$ cat src/rtl/byte_wr_pkg.sv
// rtl/byte_wr_pkg.sv - lane-count and lane-range helpers for the byte write queue.
// Shared by byte_wr_store and byte_wr_queue; entry type is built from nb().
package byte_wr_pkg;

  function automatic int nb(input int data_w);
    return (data_w - 1) / 8 + 1;
  endfunction

  function automatic int lane_lo(input int k);
    return 8 * k;
  endfunction

  // Top lane is clipped to the data width, so it may be narrower than a byte.
  function automatic int lane_hi(input int k, input int data_w);
    return (8 * k + 7 < data_w) ? 8 * k + 7 : data_w - 1;
  endfunction

  function automatic int entry_w(input int data_w);
    return nb(data_w) + data_w;
  endfunction

endpackage

$ cat src/rtl/byte_wr_store.sv
// rtl/byte_wr_store.sv - DEPTH x {en, d} entry storage with a lane-masked write port.
// Optional merge write port under macro BYTE_WR_MERGE_EN.
module byte_wr_store
  import byte_wr_pkg::*;
#(
  parameter int DATA_W = 32,
  parameter int DEPTH  = 4,
  localparam int NB    = nb(DATA_W),
  localparam int AW    = $clog2(DEPTH)
) (
  input  logic              clk,
  input  logic              wr,
`ifdef BYTE_WR_MERGE_EN
  input  logic              wr_merge,
`endif
  input  logic [AW-1:0]     wr_addr,
  input  logic [NB-1:0]     wr_en,
  input  logic [DATA_W-1:0] wr_d,
  input  logic [AW-1:0]     rd_addr,
  output logic [NB-1:0]     rd_en,
  output logic [DATA_W-1:0] rd_d
);

  typedef struct packed {
    logic [NB-1:0]     en;
    logic [DATA_W-1:0] d;
  } entry_t;

  entry_t mem [DEPTH];
  entry_t next_entry;

`ifdef BYTE_WR_MERGE_EN
  logic [DATA_W-1:0] lane_mask;

  for (genvar k = 0; k < NB; k++) begin : g_lane
    localparam int LO = lane_lo(k);
    localparam int HI = lane_hi(k, DATA_W);
    assign lane_mask[HI:LO] = {(HI - LO + 1){wr_en[k]}};
  end
`endif

  always_comb begin
    next_entry.en = wr_en;
    next_entry.d  = wr_d;
`ifdef BYTE_WR_MERGE_EN
    // Merge keeps the tail's lanes that the new request does not touch.
    if (wr_merge) begin
      next_entry.en = mem[wr_addr].en | wr_en;
      next_entry.d  = (mem[wr_addr].d & ~lane_mask) | (wr_d & lane_mask);
    end
`endif
  end

  always_ff @(posedge clk) begin
    if (wr) mem[wr_addr] <= next_entry;
  end

  assign rd_en = mem[rd_addr].en;
  assign rd_d  = mem[rd_addr].d;

endmodule

$ cat src/rtl/byte_wr_queue.sv
// rtl/byte_wr_queue.sv - byte-enabled write request queue feeding a downstream register.
// Tail merging of requests is enabled by macro BYTE_WR_MERGE_EN.
module byte_wr_queue
  import byte_wr_pkg::*;
#(
  parameter int DATA_W = 32,
  parameter int DEPTH  = 4,
  localparam int NB    = nb(DATA_W),
  localparam int CW    = $clog2(DEPTH + 1)
) (
  input  logic              clk,
  input  logic              rst,
  input  logic              s_valid,
  output logic              s_ready,
  input  logic [NB-1:0]     s_en,
  input  logic [DATA_W-1:0] s_d,
  input  logic              hold,
  output logic              we,
  output logic [NB-1:0]     en,
  output logic [DATA_W-1:0] d,
  output logic [CW-1:0]     count,
  output logic              full,
  output logic              empty
);

  localparam int AW = $clog2(DEPTH);

  logic [AW-1:0]     wr_ptr;
  logic [AW-1:0]     rd_ptr;
  logic [CW-1:0]     cnt;
  logic              accept;
  logic              push;
  logic              pop;
  logic              wr;
  logic [AW-1:0]     wr_addr;
  logic [NB-1:0]     head_en;
  logic [DATA_W-1:0] head_d;

  assign full    = (cnt == CW'(DEPTH));
  assign empty   = (cnt == '0);
  assign s_ready = !full;
  assign accept  = s_valid && s_ready;
  assign we      = !empty && !hold;
  assign pop     = we;

`ifdef BYTE_WR_MERGE_EN
  logic          merge;
  logic [AW-1:0] tail_ptr;

  // With one entry issuing this edge, the tail is the head being popped.
  assign tail_ptr = wr_ptr - AW'(1);
  assign merge    = accept && (|s_en) && !empty && !(we && cnt == CW'(1));
  assign push     = accept && (|s_en) && !merge;
  assign wr       = push || merge;
  assign wr_addr  = merge ? tail_ptr : wr_ptr;
`else
  assign push     = accept && (|s_en);
  assign wr       = push;
  assign wr_addr  = wr_ptr;
`endif

  always_ff @(posedge clk or posedge rst) begin
    if (rst) begin
      wr_ptr <= '0;
      rd_ptr <= '0;
      cnt    <= '0;
    end else begin
      if (push) wr_ptr <= wr_ptr + AW'(1);
      if (pop)  rd_ptr <= rd_ptr + AW'(1);
      case ({push, pop})
        2'b10:   cnt <= cnt + CW'(1);
        2'b01:   cnt <= cnt - CW'(1);
        default: cnt <= cnt;
      endcase
    end
  end

  byte_wr_store #(
    .DATA_W(DATA_W),
    .DEPTH (DEPTH)
  ) u_store (
    .clk     (clk),
    .wr      (wr),
`ifdef BYTE_WR_MERGE_EN
    .wr_merge(merge),
`endif
    .wr_addr (wr_addr),
    .wr_en   (s_en),
    .wr_d    (s_d),
    .rd_addr (rd_ptr),
    .rd_en   (head_en),
    .rd_d    (head_d)
  );

  // Storage is never reset, so stale entries are hidden whenever nothing issues.
  assign en    = we ? head_en : '0;
  assign d     = we ? head_d  : '0;
  assign count = cnt;

endmodule
$ cat config.mk
export PLATFORM = sky130hd
export DESIGN_NAME = byte_wr_queue
export DESIGN_NICKNAME = d
export VERILOG_FILES = /design/src/rtl/byte_wr_pkg.sv /design/src/rtl/byte_wr_store.sv /design/src/rtl/byte_wr_queue.sv
export SDC_FILE = /design/constraint.sdc
export NUM_CORES = 1
export LEC_CHECK = 0
export CORE_MARGIN = 2
export CORE_UTILIZATION = 54
export CTS_CLUSTER_DIAMETER = 200
export CTS_CLUSTER_SIZE = 8
export DETAILED_ROUTE_END_ITERATION = 7
export PLACE_DENSITY = 0.79
export SLEW_MARGIN = 15
export SYNTH_ARGS = -nofsm -noshare
export SYNTH_HDL_FRONTEND = slang
export SYNTH_SLANG_ARGS = --single-unit
$ cat constraint.sdc
create_clock -name clk -period 2.5 [get_ports clk]
set_input_delay 0.625 -clock clk [delete_from_list [all_inputs] [get_ports clk]]
set_output_delay 0.625 -clock clk [all_outputs]
set_load 0.1 [all_outputs]
# After elaboration in Yosys (flattened, before gate mapping)
# Memory sizes are Yosys's and may differ from the RTL's.
# Index checks and enable logic that the tools add are counted.
# classes
n_eq_ne	3
n_mux	5
reduce_logical	9
n_addsub	4
# op_table
cell	count
$mux 32	1
$pmux 3 s2	1
$add 2x1->2 const B	2
$mux 4	1
$reduce_or 4->1	1
$add 3x1->3 const B	1
$eq 3x3->1 const B	1
$logic_and 1x1->1	3
$logic_not 1->1	3
$logic_not 3->1	1
$sub 3x1->3 const B	1
$eq 2x1->1 const B	1
$eq 2x2->1 const B	1
$mux 1	2
$reduce_bool 2->1	1
# word_totals
ramBits	144
ff_bits	7
wordCells	25
inputBits	40
output_inout_bits	43
mem_count	1
# memory_table
memory	words	word_bits	rd	rd_clocked_by_memory_dff	wr	line	text
u_store.mem	4	36	1	0	1	byte_wr_store.sv:29	entry_t mem [DEPTH];

# Depth between registers and ports, before layout
# depth
word_depth	6
mapped_depth	11
ltp_nobuf	11

# Modules after synthesis
# Synthesis repeated with hierarchy kept, for this count alone.
# hier_totals
cells_unflattened	264
area_unflattened_um2	5921.9
# modules_own_cells
mod	instances	area_per_inst_um2	seq_area_each_um2	cells_per_inst
byte_wr_store	1	5280.1	4324.1	192
byte_wr_queue	1	641.9	175.2	72

# Worst setup path before layout
# No wires, ideal clock.
# synth_path
path_type	reg-to-output
from	register cnt[0], in the netlist count[0]
to	output d[22]
path_buffers	1
path_stages_with_launch	5
arrival_time_ps	3618
setup_slack_ps	-1743
required_ps	1875
path_cell_list	dfrtp_1 nor3_2 nor2_1 clkbuf_1 and2_1
# synth_via
elab_chain_len	4
# synth_lines
element	line	text
start, declared	byte_wr_queue.sv:30	logic [CW-1:0] cnt;
start signal, assigned	byte_wr_queue.sv:71	2'b10: cnt <= cnt + CW'(1);
start signal, assigned	byte_wr_queue.sv:72	2'b01: cnt <= cnt - CW'(1);
start signal, assigned	byte_wr_queue.sv:73	default: cnt <= cnt;
$logic_not 3->1	byte_wr_queue.sv:40	assign empty = (cnt == '0);
net empty	byte_wr_queue.sv:23	output logic empty
$logic_not 1->1	byte_wr_queue.sv:43	assign we = !empty && !hold;
$logic_and 1x1->1	byte_wr_queue.sv:43	
net we	byte_wr_queue.sv:18	output logic we,
$mux 32	byte_wr_queue.sv:97	assign d = we ? head_d : '0;
end, declared	byte_wr_queue.sv:20	output logic [DATA_W-1:0] d,
# The timed path passes the listed nets, and every way through them passes these cells.

# Worst setup path after layout
# layout_path
from	register rd_ptr[0]
to	output d[0]
# layout_via
elab_chain_len	2
# layout_lines
element	line	text
start, declared	byte_wr_queue.sv:29	logic [AW-1:0] rd_ptr;
start signal, assigned	byte_wr_queue.sv:69	if (pop) rd_ptr <= rd_ptr + AW'(1);
$mem_v2 4x36	n/a	
$mux 32	byte_wr_queue.sv:97	
# No other way between the ends.

==> impl_metrics.toml <==
[cells_and_area]
area_growth_pct = 36.6
nFillCells = 645
fin_nets = 416
mostFrequentLayoutCells = "edfxtp_1, buf_12, and2_4, clkdlybuf4s50_1, mux4_2"
layout-drive-gt1-share = 0.452
layoutNonFillerInstCount = 523
antenna_cells = 0
final_common_cell = "edfxtp_1"

[logic_synthesis]
ys.flop_type = "edfxtp_1"
ys_ff_latch = 151
syn_area_per_cell_um2 = 21.9
async_reset_ff_frac = 0.0464
synth_area_mm2 = 0.00588
synth_warnings = 0
netlist_instances = 268
synth_edf_count = 144
synth-seq-area-share = 0.765
ys_types = 23
syn-num-nets = 314

[clocking]
clock_path_buffers = 2
htree_num_levels = 4
clk_pin_slew_worst_paths_ns = 0.06
cts_sinks = 151
root_buffer = "clkbuf_8"
clk_latency_ns = 0.52
numCtsBuffers = 17
cts_tree = "built"

[global_route]
grt_pass1_wl_mm = 16.7
grt_use_total = 0.200
antenna_found_initial = 0
grt_pass1_vias = 3018
grt-ovfl-total = 0
grt_max_degree = 37

[worst_setup_path]
crit_slowest_cell = "mux4_2"
critical_path.cell_chain = "buf_12 -> buf_12 -> mux4_2 -> and2_4 -> buf_12"
path_class = "reg -> out"
crit_path_frequent_cell = "buf_12"
end_kind = "primary output"
cp_data_arrival_time_ns = 2.07
worstPathMaxFanout = 12
max_stage_delay_ns = 0.54
cp.required_ns = 1.88
startpoint_type = "register"

[timing]
rsz0062_at_grt = "true"
relSlewSlack = 0.628
drv_slew = 0
setup_violations = 36
report.final.hold_viol_count = 0
fmaxAchievable_mhz = 370
fin_skew_ns = 0.00743
period_share = 1.08
post-route-min-period_ns = 2.70
worst_pin_slew_ns = 0.558
setup_ws_ns = -0.200

[die]
die_h_um = 108
die_width_um = 108
core_area_mm2 = 0.0107
die-area_mm2 = 0.0117
ios = 83
rows = 38
initial_core_util = 0.547

[placement]
hpwl_mm = 5.81
gp_congestion = 0.687
dp_cells = 489
portBuffers = 82

[flow_run]
cap_violations = 0

[routing]
routed_wl_mm = 10.8
via_count = 2852
drc = 0
drtIter0Drc = 131
drtPass1Iterations = 4
viasPerCell = 5.45
ant_nets = 0
wl_per_cell_um = 20.7

[status]
outcome = "finished with violations"
violations = "negative setup slack"

[min_path]
min_path_type = "in -> async"
-- state kept, by name, indices dropped and copies added, names as in the netlist --
| name | cells |
|---|---|
| wr_addr | 2 |
| rd_ptr | 2 |
| u_store.mem | 144 |
| count | 3 |
-- synthesized netlist by cell type, types with 2 or more instances --
cell / instances / area [um^2]
buf_2: 6 / 30.0
xnor2_1: 2 / 17.5
mux4_2: 36 / 811
edfxtp_1: 144 / 4320
and2_1: 40 / 250
ha_1: 5 / 62.6
dfrtp_1: 7 / 175
inv_1: 6 / 22.5
inv_2: 2 / 7.51
xor2_1: 4 / 35.0
clkbuf_1: 3 / 11.3
nor2_1: 2 / 7.51
-- kinds of logic (layout without fill, tap and decap cells) --
group / after synthesis / in the layout / synth area share
DFF: 151 / 151 / 0.765
and+or+nand+nor: 46 / 46 / 0.0487
muxes: 38 / 38 / 0.142
buffers and inverters: 20 / 135 / 0.0200
adders and majority gates: 6 / 6 / 0.0140
xor gates and xnor gates: 6 / 6 / 0.00894
AOI/OAI and AO/OA: 1 / 1 / 0.00149
-- worst paths after layout --
kind                            from  endpoint  slack [ns]  depth (start not counted)
setup reg to reg            count[1]  count[2]        0.56                         11
hold reg to reg             count[0]  count[0]        0.54                          1
min in group clk            count[0]  count[0]        0.54                          1
hold / removal                   rst  count[2]        0.34                          2
max in group asynchronous        rst  count[2]        1.93                          2
setup / recovery           rd_ptr[0]      d[0]       -0.20                          5
-- area by class of cell --
class	count	area [um^2]	area share
tap	140	175	0.0218
multi-input combinational	97	1390	0.173
timing repair buffer	95	1380	0.172
sequential	151	4510	0.561
clock inverter	13	125	0.0156
clock buffer	19	422	0.0525
inverter	8	32.5	0.00405
-- worst max-delay path: cells and delay by family, from the launching register on --
family        cells  cell delay (ns)
buf+inv           3             0.44
flops             1             0.39
mux               1             0.54
simple gates      1             0.19
-- per-stage QoR --
| step | instance area, um^2 | setup WS [ns] | setup TNS, ns | util | hold slack, ns |
|---|---|---|---|---|---|
| floorplan | 6050 | -0.369 | -11.81 | - | 0.428 |
| global placement | 7440 | -0.132 | -0.132 | 0.692 | 0.526 |
| detailed placement | 7440 | -0.211 | -0.231 | 0.692 | 0.536 |
| CTS | 7990 | -0.225 | -6.70 | 0.743 | 0.323 |
| global route | 8030 | -0.250 | -7.92 | 0.748 | 0.390 |
| finish | 8030 | -0.200 | -5.52 | 0.748 | 0.337 |
-- timing repair --
action / CTS / global route
cloned: 0 / 1
hold buffers: 0 / 0
hold endpoints to repair: 0 / 0
buffers inserted: 0 / 1
resized for setup: 1 / 0
endpoints found under the setup margin: 36 / 36
-- metal layers --
metal,vias to the layer above,track usage,part of all wire
met3,14,0.0494,0.056
li1,1271,-,-
met5,-,0,0
met2,95,0.331,0.52
met4,0,0.0879,0.017
met1,1472,0.255,0.40
Power is not shown: default switching activity piles up to over one toggle a cycle in this logic, so the estimate is an artifact.
